`config.mk`:
```
export PLATFORM = sky130hd
export DESIGN_NAME = mem_access_unit
export DESIGN_NICKNAME = d
export VERILOG_FILES = /design/src/rtl/mem_access_unit.sv
export SDC_FILE = /design/constraint.sdc
export NUM_CORES = 1
export LEC_CHECK = 0
export CAP_MARGIN = 20
export CORE_ASPECT_RATIO = 1.2
export CORE_MARGIN = 2
export CORE_UTILIZATION = 35
export CTS_CLUSTER_DIAMETER = 30
export DETAILED_ROUTE_END_ITERATION = 10
export HOLD_SLACK_MARGIN = 0.06
export PLACE_DENSITY = 0.62
export SYNTH_ARGS = -nofsm -noshare
export SYNTH_HDL_FRONTEND = slang
export SYNTH_SLANG_ARGS = --single-unit
export TNS_END_PERCENT = 1
```
`constraint.sdc`:
```
create_clock -name clk -period 4.55 [get_ports clk]
set_clock_uncertainty 0.2 [all_clocks]
set_input_delay 0.6825 -clock clk [delete_from_list [all_inputs] [get_ports clk]]
set_output_delay 0.6825 -clock clk [all_outputs]
set_load 0.05 [all_outputs]
```
`src/rtl/mem_access_unit.sv`:
```
// Memory-stage load/store sequencer: request/ack handshake, byte strobes, load formatting.
// Optional MEM_MISALIGN_TRAP_EN traps misaligned halfword/word accesses instead of issuing them.
module mem_access_unit #(
  parameter int TIMEOUT_CYCLES = 255
) (
  input  logic        clk,
  input  logic        resetn,
  input  logic [31:0] addr_in,
  input  logic [31:0] write_data_in,
  input  logic        data_write_en_in,
  input  logic        mem_read_en_in,
  input  logic [1:0]  data_men_write_command_in,
  input  logic [2:0]  load_gen_command_in,
  output logic        mem_req,
  output logic        mem_we,
  output logic [31:0] mem_addr,
  output logic [31:0] mem_wdata,
  output logic [3:0]  mem_wstrb,
  input  logic        mem_ack,
  input  logic [31:0] mem_rdata,
  output logic [31:0] load_data,
  output logic        stall,
  output logic        bus_error,
  output logic        misalign_err
);

  typedef enum logic [1:0] {IDLE, WAIT, DONE} state_t;

  localparam logic [15:0] TO_LAST = 16'(TIMEOUT_CYCLES - 1);

  state_t      state_q, state_d;
  logic        req_q, req_d, we_q, we_d;
  logic [31:0] addr_q, addr_d, wdata_q, wdata_d, load_q, load_d;
  logic [3:0]  strb_q, strb_d;
  logic        berr_q, berr_d, merr_q, merr_d;
  logic [15:0] cnt_q, cnt_d;
  logic [2:0]  lcmd_q, lcmd_d;
  logic [1:0]  lane_q, lane_d;
  logic        access, mis, stall_c;

  function automatic logic [3:0] store_strb(input logic [1:0] cmd, input logic [1:0] a);
    case (cmd)
      2'b00:   return 4'b0001 << a;
      2'b01:   return a[1] ? 4'b1100 : 4'b0011;
      default: return 4'b1111;
    endcase
  endfunction

  function automatic logic [31:0] store_data(input logic [1:0] cmd, input logic [31:0] d);
    case (cmd)
      2'b00:   return {4{d[7:0]}};
      2'b01:   return {2{d[15:0]}};
      default: return d;
    endcase
  endfunction

  function automatic logic [31:0] load_format(input logic [2:0] cmd, input logic [1:0] lane,
                                              input logic [31:0] rd);
    logic [7:0]  b;
    logic [15:0] h;
    case (lane)
      2'd0:    b = rd[7:0];
      2'd1:    b = rd[15:8];
      2'd2:    b = rd[23:16];
      default: b = rd[31:24];
    endcase
    h = lane[1] ? rd[31:16] : rd[15:0];
    case (cmd)
      3'b000:  return {{24{b[7]}}, b};
      3'b001:  return {{16{h[15]}}, h};
      3'b011:  return {24'b0, b};
      3'b100:  return {16'b0, h};
      default: return rd;
    endcase
  endfunction

  assign access = data_write_en_in | mem_read_en_in;

`ifdef MEM_MISALIGN_TRAP_EN
  function automatic logic misaligned(input logic st, input logic [1:0] scmd,
                                      input logic [2:0] lcmd, input logic [1:0] a);
    if (st) begin
      case (scmd)
        2'b00:   return 1'b0;
        2'b01:   return a[0];
        default: return a != 2'b00;
      endcase
    end
    case (lcmd)
      3'b000, 3'b011: return 1'b0;
      3'b001, 3'b100: return a[0];
      default:        return a != 2'b00;
    endcase
  endfunction

  assign mis = misaligned(data_write_en_in, data_men_write_command_in,
                          load_gen_command_in, addr_in[1:0]);
`else
  assign mis = 1'b0;
`endif

  always_comb begin
    state_d = state_q;
    req_d   = req_q;
    we_d    = we_q;
    addr_d  = addr_q;
    wdata_d = wdata_q;
    strb_d  = strb_q;
    load_d  = load_q;
    cnt_d   = cnt_q;
    lcmd_d  = lcmd_q;
    lane_d  = lane_q;
    berr_d  = 1'b0;
    merr_d  = 1'b0;
    stall_c = 1'b0;
    case (state_q)
      IDLE: begin
        if (access) begin
          stall_c = 1'b1;
          if (mis) begin
            state_d = DONE;
            merr_d  = 1'b1;
            load_d  = '0;
          end else begin
            state_d = WAIT;
            req_d   = 1'b1;
            we_d    = data_write_en_in;
            addr_d  = {addr_in[31:2], 2'b00};
            wdata_d = store_data(data_men_write_command_in, write_data_in);
            strb_d  = data_write_en_in ?
                      store_strb(data_men_write_command_in, addr_in[1:0]) : 4'b0000;
            lcmd_d  = load_gen_command_in;
            lane_d  = addr_in[1:0];
            cnt_d   = '0;
          end
        end
      end
      WAIT: begin
        stall_c = 1'b1;
        cnt_d   = cnt_q + 16'd1;
        // A late ack on the final cycle still wins over the timeout.
        if (mem_ack) begin
          state_d = DONE;
          req_d   = 1'b0;
          if (!we_q) load_d = load_format(lcmd_q, lane_q, mem_rdata);
        end else if (cnt_q == TO_LAST) begin
          state_d = DONE;
          req_d   = 1'b0;
          load_d  = '0;
          berr_d  = 1'b1;
        end
      end
      DONE:    state_d = IDLE;
      default: state_d = IDLE;
    endcase
  end

  always_ff @(posedge clk or negedge resetn) begin
    if (!resetn) begin
      state_q <= IDLE;
      req_q   <= 1'b0;
      we_q    <= 1'b0;
      addr_q  <= '0;
      wdata_q <= '0;
      strb_q  <= '0;
      load_q  <= '0;
      cnt_q   <= '0;
      lcmd_q  <= '0;
      lane_q  <= '0;
      berr_q  <= 1'b0;
      merr_q  <= 1'b0;
    end else begin
      state_q <= state_d;
      req_q   <= req_d;
      we_q    <= we_d;
      addr_q  <= addr_d;
      wdata_q <= wdata_d;
      strb_q  <= strb_d;
      load_q  <= load_d;
      cnt_q   <= cnt_d;
      lcmd_q  <= lcmd_d;
      lane_q  <= lane_d;
      berr_q  <= berr_d;
      merr_q  <= merr_d;
    end
  end

  // Stall drops with reset even while upstream still presents a request.
  assign stall        = resetn & stall_c;
  assign mem_req      = req_q;
  assign mem_we       = we_q;
  assign mem_addr     = addr_q;
  assign mem_wdata    = wdata_q;
  assign mem_wstrb    = strb_q;
  assign load_data    = load_q;
  assign bus_error    = berr_q;
  assign misalign_err = merr_q;

endmodule

```
# [Yosys cells after proc, flatten, opt, wreduce, memory -nomap -nowiden]
# Cells that the tools add are included.
[totals] reg_bits=124 latch_bits=0 mem_bits_rw=0 rom_bits=0 input_bits=106 n_memories=0
[classes] add_sub_neg=1 mul=0 div=0 order_cmp=0 n_eq_ne=11 shifts=1 mux=25 bitwise_logic=2 reduce_logical=11
[op_table] operator="$pmux W32 S4" count=1
[op_table] operator="$mux W32" count=3
[op_table] operator="$pmux W32 S2" count=1
[op_table] operator="$mux W16" count=2
[op_table] operator="$pmux W16 S2" count=1
[op_table] operator="$pmux W8 S3" count=1
[op_table] operator="$add A16 B1 Y16 const B" count=1
[op_table] operator="$eq A16 B8 Y1 const B" count=1
[op_table] operator="$mux W4" count=2
[op_table] operator="$pmux W4 S2" count=1
[op_table] operator="$mux W1" count=7
[op_table] operator="$eq A2 B1 Y1 const B" count=3
[op_table] operator="$logic_not A2 Y1" count=3
[op_table] operator="$mux W2" count=3
[op_table] operator="$reduce_and A2 Y1" count=3
[op_table] operator="$reduce_and A3 Y1" count=2
[op_table] operator="$ne A2 B2 Y1 const B" count=2
[op_table] operator="$pmux W1 S2" count=2
[op_table] operator="$pmux W2 S2" count=1
[op_table] operator="$reduce_bool A2 Y1" count=2
[op_table] operator="$shl A1 B2 Y4 const A" count=1
[op_table] operator="$eq A3 B1 Y1 const B" count=1
[op_table] operator="$eq A3 B2 Y1 const B" count=1
[op_table] operator="$eq A3 B3 Y1 const B" count=1
[op_table] operator="5 further kinds" count=5

# [Longest topological paths before layout]
[depth] ltp_word=5 mapped_depth=7 mapped_depth_nobuf=5

# [Worst setup path before layout]
# No wires, ideal clock.
[synth_path] path_kind="input-to-output" from="in mem_read_en_in" to="out stall" arrival_time_ps=1349 slack_ps=2319 cell_stages=3 path_buffers=0 path_cell_list="nor3_1 -> nor2_1 -> and2_1"
[synth_via] elab_chain_len=4
[synth_rtl] item="from (decl)" line="11" rtl="input logic mem_read_en_in,"
[synth_rtl] item="$or A1 B1 Y1" line="77" rtl="assign access = data_write_en_in | mem_read_en_in;"
[synth_rtl] item="$mux W1" line="118" rtl="if (access) begin"
[synth_rtl] item="$pmux W1 S2" line="116" rtl="case (state_q)"
[synth_rtl] item="$and A1 B1 Y1" line="189" rtl="assign stall = resetn & stall_c;"
[synth_rtl] item="to (decl)" line="22" rtl="output logic stall,"
# No other way between the ends.

# [Final worst setup path]
[layout_path] from="in data_write_en_in" to="out stall"
[layout_via] elab_chain_len=4
[layout_rtl] item="from (decl)" line="10" rtl="input logic data_write_en_in,"
[layout_rtl] item="$or A1 B1 Y1" line="77"
[layout_rtl] item="$mux W1" line="118"
[layout_rtl] item="$pmux W1 S2" line="116"
[layout_rtl] item="$and A1 B1 Y1" line="189"
# No other way between the ends.

==> results.cfg <==
[clocking]
cts-root-buf = clkbuf_16
cts_resized = 0
cts-buffers-inserted = 17
clkLatencyLatePin_ns = 0.41
clockBufferDepth = 2
path_clk_slew_ns = 0.05
h-tree-depth = 4
ctsHoldBuffers = 0
postCtsSetupBuffers = 0
cts_tree = built
clock-sinks = 124

[power_and_ir_drop]
powerDensity_nw_per_um2 = 812
p_clk_share_pct = 17.0
p_switching_mw = 3.45
p_leak_nw = 3.80
p_comb_share_pct = 55.1
p_int_mw = 3.63
p_seq_share_pct = 27.9
vdd.ir_drop.worst_uv = 430
p_sw_share_pct = 48.7

[logic_synthesis]
ys_top_cells_by_count = 179 x nand2_1, 124 x dfrtp_1, 41 x o21ai_0
synth_edf_count = 0
ys_async_sr_fraction_pct = 100
yosysMostFrequentCell = nand2_1
synth_cells = 635
syn_area_um2 = 5970
synthTopCellsByArea = dfrtp_1 52%, nand2_1 11%, mux2i_1 5.2%, o2bb2ai_1 4.4%, o21ai_0 3.4%
ys_types = 62
syn_area_per_cell_um2 = 9.40
yosys_warnings = 0
synth_top_area_share_pct = 52.0
synth-main-ff-cell = dfrtp_1
netlist.top_cell.by_area = dfrtp_1
seq_area_frac_synth_pct = 52.0
ys_ff_latch = 124

[sta]
slew_headroom_pct = 32.9
final_hold_viol_count = 0
fin_setup_tns_ns = 0
min_period_ns = 3.40
drv_slew = 0
worst_hold_slack_ns = 0.207
tightest_slew_ns = 1.01
setup_viol = 0
period_share_pct = 74.8
worst_slack_ns = 1.15
max_freq_mhz = 294
rsz0062_at_grt = false

[placed_design]
dp_hpwl_um = 13600
dp_cells = 1027
io_buffers = 207
place_congestion = 0.900
pre_cts_slack_ns = 1.13

[die]
io_pins = 211
start_util_pct = 35.5
dieWidth_um = 123
core_area_um2 = 16800
fp.dieArea_um2 = 18100
row_count = 52
die_h_um = 147

[route]
dr_wl_met3_um = 1690
met2_wirelength_um = 9290
via_per_inst = 5.18
final_antenna_net_count = 0
wl_um = 18800
maxUsedRoutingLayer = met4
vias = 5467
wl_met1_um = 7360
routedWlPerCell_um = 17.8
drtIter0Drc = 328
drtPass1Iterations = 4
route.detailed.drc = 0

[setup_path]
path_cells = clkdlybuf4s50_1 > nor3_1 > nor2_1 > and2_1 > clkdlybuf4s50_1
worstSetupStartpointType = input port
worstPathMaxFanout = 5
critPathRequiredTime_ns = 3.67
max_stage_delay_ns = 0.79
cp-end-kind = output pin
slowest_stage = clkdlybuf4s50_1
arrival_ns = 2.52
critical_path_class = input port to output pin
cp_num_buf_inv = 2
crit_family = buffers and inverters
path_common_cell = clkdlybuf4s50_1

[grt]
antenna_found_initial = 1
grt_use_total_pct = 21.2
grt_overflow = 0
grt_first_pass_wirelength_um = 29500
grt_max_degree = 105
grt_pass1_vias = 5613

[hold_path]
hp-class = input port to async pin

[flow_run]
maxCapViolCount = 0

[layout]
area_growth_pct = 46.2
diodes = 0
nFillCells = 1596
fin_nets = 938
final_cell_count_no_fill = 1055
drive_gt1_share_pct = 5.84

[outcome]
status = complete, no violations
-- flip-flops by register name, summed over array words and instances, names as in the netlist --
name / count
mem_wdata: 32
mem_we: 1
cnt_q: 16
load_data: 32
mem_addr: 30
mem_req: 1
bus_error: 1
mem_wstrb: 4
lane_q: 2
lcmd_q: 3
state_q: 2
-- cell type report --
cell class,count,area (um2),area share (%)
clock buffer,26,509,5.84
sequential,124,3100,35.6
timing repair buffer,215,2130,24.4
inverter,8,30.0,0.344
clock inverter,2,10.0,0.115
multi-input combinational,464,2670,30.6
tap,216,270,3.10
-- power by group through the flow --
| stage | registers, mW | clock network (mW) | logic (mW) |
|---|---|---|---|
| global placement | 1.96 | 0 | 3.88 |
| CTS | 1.98 | 1.23 | 3.93 |
| finish | 1.98 | 1.20 | 3.90 |
| floorplan | 3.33 | 0 | 1.19 |
| detailed placement | 1.98 | 0 | 3.93 |
| global route | 2.05 | 1.29 | 4.16 |
-- stage by stage --
step	instance area [um2]	total power [mW]	utilization (%)
floorplan	5970	4.52	-
global placement	8200	5.83	48.8
detailed placement	8200	5.91	48.9
CTS	8720	7.15	52.0
global route	8720	7.49	52.0
finish	8720	7.08	52.0
-- cell usage in the layout (no fill, tap or decap), types with 7 or more instances in the layout --
cell type,count
a21oi_1,14
nor2_1,37
nor3_1,13
nand2_1,179
inv_1,7
clkbuf_16,17
clkdlybuf4s50_1,206
o2bb2ai_1,30
o211ai_1,10
nand2b_1,9
o21ai_0,41
dfrtp_1,124
mux2i_1,31
buf_4,9
nand3_1,10
-- worst paths after layout --
| path | startpoint | end | slack [ns] | cells past startpoint |
|---|---|---|---|---|
| max | data_write_en_in | stall | 1.15 | 5 |
| min | resetn | load_data[29]$_DFFE_PN0P_ | 0.21 | 2 |
| max reg2reg | lane_q[1]$_DFFE_PN0P_ | load_data[16]$_DFFE_PN0P_ | 1.61 | 4 |
| min reg2reg | mem_addr[15]$_DFFE_PN0P_ | mem_addr[15]$_DFFE_PN0P_ | 0.27 | 2 |
| max in group asynchronous | resetn | mem_wdata[0]$_DFFE_PN0P_ | 2.53 | 3 |
| min in group clk | mem_addr[15]$_DFFE_PN0P_ | mem_addr[15]$_DFFE_PN0P_ | 0.27 | 2 |
-- kinds of logic after synthesis --
family | synth area share [%]
fa+ha+maj | 0.419
mux | 5.58
flops | 52.0
buf+inv | 3.69
simple gates | 20.9
other cells | 0.0628
compound gates | 17.3
-- per-layer routing --
layer / global-route usage [%] / up-vias
met1: 24.4 / 2614
met3: 8.07 / 34
met4: 7.10 / 0
met2: 35.8 / 222
li1: - / 2597
met5: 0 / -
Note: power is estimated with default switching activity, not from simulation.
